## src/rtl/mux2_arb_ctrl.sv

```systemverilog
// mux2_arb_ctrl: two-way round-robin arbiter driving the select pin of a
// shared MUX2_X1. Issues one-hot grants, a matching registered select, and
// bounds how long one owner may keep the mux while the other requester waits.
//
// state    | meaning
// ---------+------------------------------------------------------------
// ST_IDLE  | no grant; S holds its last value so Z does not glitch
// ST_OWN_A | A owns the mux (GNT_A=1, S=0)
// ST_OWN_B | B owns the mux (GNT_B=1, S=1)
module mux2_arb_ctrl #(
  parameter int MAX_HOLD = 4,
  parameter int CNT_W    = 3
) (
  input  logic             CK,
  input  logic             RN,
  input  logic             REQ_A,
  input  logic             REQ_B,
  output logic             GNT_A,
  output logic             GNT_B,
  output logic             S,
  output logic             VALID,
  output logic [CNT_W-1:0] HOLD_CNT
);

  localparam logic [1:0] ST_IDLE  = 2'd0;
  localparam logic [1:0] ST_OWN_A = 2'd1;
  localparam logic [1:0] ST_OWN_B = 2'd2;

  localparam logic LAST_A = 1'b0;
  localparam logic LAST_B = 1'b1;

  // Terminal count of the hold counter; also the preemption threshold.
  localparam logic [CNT_W-1:0] CNT_MAX = CNT_W'(MAX_HOLD - 1);

  logic [1:0]       state_q, state_d;
  logic             last_q, last_d;
  logic             s_q, s_d;
  logic [CNT_W-1:0] cnt_q, cnt_d;

  logic             cnt_at_max;
  logic             enter_own_a;
  logic             enter_own_b;
  logic             enter_own;

  assign cnt_at_max = (cnt_q == CNT_MAX);

  // Next-state selection: round-robin from idle, release or preempt when owned.
  always_comb begin
    state_d = state_q;
    case (state_q)
      ST_IDLE: begin
        if (REQ_A && REQ_B) begin
          state_d = (last_q == LAST_A) ? ST_OWN_B : ST_OWN_A;
        end else if (REQ_A) begin
          state_d = ST_OWN_A;
        end else if (REQ_B) begin
          state_d = ST_OWN_B;
        end
      end
      ST_OWN_A: begin
        if (!REQ_A) begin
          state_d = REQ_B ? ST_OWN_B : ST_IDLE;
        end else if (REQ_B && cnt_at_max) begin
          state_d = ST_OWN_B;
        end
      end
      ST_OWN_B: begin
        if (!REQ_B) begin
          state_d = REQ_A ? ST_OWN_A : ST_IDLE;
        end else if (REQ_A && cnt_at_max) begin
          state_d = ST_OWN_A;
        end
      end
      default: begin
        state_d = ST_IDLE;
      end
    endcase
  end

  // Edge-of-entry decode shared by the counter, LAST and select updates.
  always_comb begin
    enter_own_a = (state_d == ST_OWN_A) && (state_q != ST_OWN_A);
    enter_own_b = (state_d == ST_OWN_B) && (state_q != ST_OWN_B);
    enter_own   = enter_own_a || enter_own_b;
  end

  // Hold counter: restart on a new owner, count up while held, saturate.
  always_comb begin
    cnt_d = cnt_q;
    if (state_d == ST_IDLE) begin
      cnt_d = '0;
    end else if (enter_own) begin
      cnt_d = '0;
    end else if (!cnt_at_max) begin
      cnt_d = cnt_q + 1'b1;
    end
  end

  // LAST and select only move when a new grant is issued.
  always_comb begin
    last_d = last_q;
    s_d    = s_q;
    if (enter_own_a) begin
      last_d = LAST_A;
      s_d    = 1'b0;
    end else if (enter_own_b) begin
      last_d = LAST_B;
      s_d    = 1'b1;
    end
  end

  // State registers; reset to IDLE with B as last served so A wins first.
  always_ff @(posedge CK or negedge RN) begin
    if (!RN) begin
      state_q <= ST_IDLE;
      last_q  <= LAST_B;
      s_q     <= 1'b0;
      cnt_q   <= '0;
    end else begin
      state_q <= state_d;
      last_q  <= last_d;
      s_q     <= s_d;
      cnt_q   <= cnt_d;
    end
  end

  // Outputs decode directly from registers, so they are glitch-free.
  always_comb begin
    GNT_A    = (state_q == ST_OWN_A);
    GNT_B    = (state_q == ST_OWN_B);
    VALID    = GNT_A || GNT_B;
    S        = s_q;
    HOLD_CNT = cnt_q;
  end

endmodule

```

## config.mk

```make
export PLATFORM = sky130hd
export DESIGN_NAME = mux2_arb_ctrl
export DESIGN_NICKNAME = d
export VERILOG_FILES = /design/src/rtl/mux2_arb_ctrl.sv
export SDC_FILE = /design/constraint.sdc
export NUM_CORES = 1
export LEC_CHECK = 0
export ABC_AREA = 1
export CORE_MARGIN = 2
export CORE_UTILIZATION = 35
export CTS_BUF_LIST = sky130_fd_sc_hd__clkbuf_4 sky130_fd_sc_hd__clkbuf_8
export DETAILED_ROUTE_END_ITERATION = 6
export DONT_BUFFER_PORTS = 1
export SKIP_CTS_REPAIR_TIMING = 1
export SYNTH_ARGS = -nofsm -noshare
export SYNTH_HDL_FRONTEND = slang
export SYNTH_SLANG_ARGS = --single-unit
```

## constraint.sdc

```tcl
create_clock -name CK -period 2.6 [get_ports CK]
set_clock_uncertainty 0.2 [all_clocks]
set_input_delay 0.78 -clock CK [delete_from_list [all_inputs] [get_ports CK]]
set_output_delay 0.78 -clock CK [all_outputs]
set_load 0.01 [all_outputs]
```

### Word-level counts from Yosys, hierarchy flattened

Cells that the tools add are included.

* bits in latches: 0
* RAM bits: 0
* memories kept: 0
* input port bits: 4
* output and inout port bits: 7
* logic and storage cells: 39
* ROM bits: 0
* flip-flop bits (word level): 7

* reductions and logical operators: 10
* magnitude comparators: 0
* divide/modulo/power cells: 0
* bitwise operators: 0
* equal/unequal tests: 8
* shift-type cells: 0
* multipliers: 0
* muxes and demuxes: 16
* add/subtract/negate cells: 1

Operator list (count)
* 2-to-1 mux 2 bit: 9
* 2-to-1 mux 3 bit: 3
* case mux 2 bit (3 select lines): 1
* logical AND 1 bit: 5
* == test 2 x 1 -> 1 bit, second input constant: 2
* == test 2 bit, second input constant: 2
* zero test 2 bit: 2
* adder 3 x 1 -> 3 bit, second input constant: 1
* == test 3 x 2 -> 1 bit, second input constant: 1
* 2-to-1 mux 1 bit: 3
* != test 3 x 1 -> 1 bit, second input constant: 1
* logical OR 1 bit: 2
* != test 2 x 1 -> 1 bit, second input constant: 1
* != test 2 bit, second input constant: 1
* nonzero test 2 bit: 1

### Longest topological paths before layout

* depth in word-level cells: 10
* depth in mapped cells: 11
* mapped depth without buffers: 11

### Worst setup path before layout

No wires, ideal clock.

* kind: flip-flop to flip-flop
* from: reg cnt_q[0] (netlist: HOLD_CNT[0])
* to: reg cnt_q[1] (netlist: HOLD_CNT[1])
* arrival time: 1.561 ns
* cell stages (with the launch flop): 11
* path buffers: 0
* setup time: 0.118 ns
* data required time: 2.282 ns
* period minus slack after synthesis: 1.879 ns
* slack: 0.721 ns
* cell sequence: dfrtp_1 > ha_1 > ha_1 > nand2_1 > nand4_1 > nand3_2 > nand2_2 > nor2_2 > nor2_4 > nand3_1 > nand2_1

* word-level cells in the longest chain between the ends: 10
* elaborated cells on any way between the ends: 19
* classes of those cells: add/sub (1); eq/ne (4); mux (8); reduce/logical (6)

Ends and longest elaborated chain
* start: declaration: line 38 `logic [CNT_W-1:0] cnt_q, cnt_d;`
* start signal: assignment: line 123 `cnt_q <= cnt_d;`
* == test 3 x 2 -> 1 bit: line 45 `assign cnt_at_max = (cnt_q == CNT_MAX);`
* logical AND 1 bit (on tied branches): line 70, 63
* 2-to-1 mux 2 bit (on tied branches): line 70, 63
* 2-to-1 mux 2 bit (on tied branches): line 68, 61
* case mux 2 bit (3 select lines): line 50 `case (state_q)`
* == test 2 x 1 -> 1 bit or == test 2 bit (tied branches): line 82, 83
* logical AND 1 bit (on tied branches): line 82, 83
* logical OR 1 bit: line 84 `enter_own = enter_own_a || enter_own_b;`
* 2-to-1 mux 3 bit: line 92 `end else if (enter_own) begin`
* 2-to-1 mux 3 bit: line 90 `if (state_d == ST_IDLE) begin`

Several ways; a longest one is shown, not always the timed one. The select of a mux whose other input is x is not followed.
A chain may end at the register's enable or synchronous reset.

### Worst setup path after layout

* from: reg state_q[1]
* to: out VALID

* word-level cells in the longest chain between the ends: 2
* elaborated cells on any way between the ends: 3
* classes of those cells: eq/ne (2); reduce/logical (1)

Ends and longest elaborated chain
* start: declaration: line 35 `logic [1:0] state_q, state_d;`
* start signal: assignment: line 120 `state_q <= state_d;`
* == test 2 x 1 -> 1 bit or == test 2 bit (tied branches): line 129, 130
* logical OR 1 bit *: line 131 `VALID = GNT_A || GNT_B;`
* end: declaration: line 21 `output logic VALID,`

Mark *: on every way between the ends. The rest lies on a longest branch, timed or not.

==> results.py <==
metrics = {
    "cts": {
        "cts-htree-levels": 1,
        "cts_tree": "built",
        "cts_root_buf": "clkbuf_4",
        "clock_latency_ns": 0.25,
        "cts_buffer_depth": 2,
        "clock-sinks": 7,
        "clk_pin_slew_worst_paths_ns": 0.05,
        "cts_made_buffers": 3,
    },
    "timing": {
        "fin_crit_sh": 0.798,
        "tightest_slew_ns": 0.224,
        "worst_slew_margin_rel": 0.851,
        "tns_ns": 0,
        "timing.final.hold_violations": 0,
        "setup-violations-final": 0,
        "whs_ns": 0.0207,
        "fin_crit_ns": 2.08,
        "max_freq_ghz": 0.482,
        "slew_violations": 0,
        "fin_ws_ns": 0.525,
        "rsz0062_at_grt": "no",
    },
    "setup_path": {
        "critPathBufInv": 1,
        "critPathSlowestCell": "dfrtp_1",
        "r2r_slack_ns": 0.54,
        "worstReg2RegEnd": "HOLD_CNT[2]",
        "crit_type": "register to output pin",
        "crit_family": "flip-flops",
        "max_stage_delay_ns": 0.42,
        "cp-startpoint": "state_q[1]",
        "worstSetupStartpointType": "register",
        "crit_arrival_ns": 1.10,
        "reg2reg_depth": 11,
        "path_cells": "inv_1 > ha_1",
        "crit_path_end_kind": "output pin",
        "reg2reg_from": "HOLD_CNT[0]",
        "critPathRequiredTime_ns": 1.62,
        "path_max_fanout": 5,
    },
    "floorplan": {
        "dieArea_sq_um": 1820,
        "die_h_um": 42.7,
        "die_x_um": 42.7,
        "initial_core_util": 0.387,
        "fp.coreArea_sq_um": 1350,
        "num_io_pins": 11,
        "num_rows": 13,
    },
    "global_routing": {
        "grt_max_degree": 8,
        "grtUsageTotal": 0.123,
        "grt_pass1_vias": 402,
        "grt_pass1_wl_um": 1640,
        "grt.overflow.total": 0,
        "antenna_found_initial": 0,
    },
    "synthesis": {
        "synth_area_sq_um": 523,
        "ys.warnings.count": 0,
        "synth_fp_nets": 80,
        "async_reset_ff_frac": 1.00,
        "synth_area_per_cell_sq_um": 7.47,
        "synthTopCellsByArea": "dfrtp_1 (29%), ha_1 (14%), nand2_1 (11%)",
        "yosysSeqAreaShare": 0.337,
        "netlist_instances": 70,
        "synth_top_cell_by_area": "dfrtp_1",
        "synth_most_common_cell": "nand2_1",
        "yosys.area.top_type_share": 0.287,
        "synth-edff-count": 0,
        "ys_ff_latch": 7,
        "synth_flop_cell": "dfrtp_1",
        "synthTopCellsByCount": "nand2_1 (16), inv_1 (13), nand3_1 (8)",
        "yosysUniqueCellTypes": 15,
    },
    "place": {
        "dp.final_hpwl_um": 796,
        "post-place-ws_ns": 0.547,
        "dp.cells": 85,
        "port_buffers": 0,
        "gp_congestion": 0.756,
    },
    "route": {
        "drt_iter0_drc": 8,
        "vias_per_cell": 5.06,
        "wl_per_cell_um": 11.0,
        "routed_wl_um": 983,
        "drt_pass1_iterations": 4,
        "drc_errors": 0,
        "vias": 450,
        "ant_nets": 0,
    },
    "power": {
        "vdd_drop_max_mv": 0.617,
        "p_leak_nw": 0.321,
        "power_density_nw_per_um2": 1190,
        "p_total_mw": 0.678,
    },
    "final_layout": {
        "final_cells": 89,
        "area_growth_pct": 9.33,
        "antenna_cells": 0,
        "final_nets": 85,
        "layout-drive-gt1-share": 0.162,
    },
    "min_path": {
        "hp-class": "input pin to async pin",
    },
    "status": {
        "status": "complete, no violations",
    },
    "job": {
        "drv_cap": 0,
    },
}
registers in the layout, indices dropped and copies added, names as in the netlist:
signal and flops:
S 1, HOLD_CNT 3, state_q 2, last_q 1
logic make-up after synthesis:
kind of cell | after synthesis | share of synthesized area
AND/OR/NAND/NOR | 41 | 0.390
flip-flops | 7 | 0.337
buffers and inverters | 13 | 0.0933
XOR/XNOR | 1 | 0.0167
AO/OA/AOI/OAI | 2 | 0.0191
adder cells (fa/ha/maj) | 6 | 0.144
area by class of cell:
cell class / count / area (sq um)
Inverter: 13 / 48.8
Multi-Input combinational cell: 50 / 298
Clock buffer: 4 / 30.0
Tap cell: 15 / 18.8
Fill cell: 146 / 778
Sequential cell: 7 / 176
where the power goes:
| group | switching, mW | internal, mW |
|---|---|---|
| combinational | 0.235 | 0.126 |
| clock | 0.0396 | 0.0689 |
| sequential | 0.0499 | 0.160 |
| total | 0.324 | 0.354 |
worst max-delay path by stage:
| stage | end | slack [ns] | cells past startpoint |
|---|---|---|---|
| finish | VALID | 0.52 | 2 |
| global route | HOLD_CNT[2] | 0.37 | 10 |
| CTS | VALID | 0.49 | 2 |
| detailed placement | HOLD_CNT[2] | 0.55 | 10 |
| global placement | HOLD_CNT[2] | 0.57 | 10 |
| floorplan | HOLD_CNT[1] | 0.72 | 10 |
per-layer routing:
metal  share of wire  GRT usage  up-vias
met5               0          0        -
met4           0.033      0.113        0
met3           0.085     0.0340        6
met2            0.44      0.173       20
met1            0.44      0.148      192
li1                -          -      232
per-stage QoR:
stage	util	instance area [sq um]
after floorplan	-	523
after global placement	0.401	542
after global routing	0.424	572
after detailed placement	0.401	542
final	0.424	572
after CTS	0.424	572
cells in the final DEF, fill, tap and decap left out:
cell type  synthesis  layout
clkbuf_4           0       4
dfstp_2            1       1
inv_1             13      13
nor2_4             1       1
o21ai_0            1       1
dfrtp_1            6       6
ha_1               6       6
a21oi_1            1       1
nand4_1            4       4
nand3_1            8       8
nor2_1             6       6
nand2_2            2       2
nand2_1           16      16
xor2_1             1       1
nand3_2            2       2
nor2_2             2       2
No activity file was read; power rests on OpenSTA's default activity.
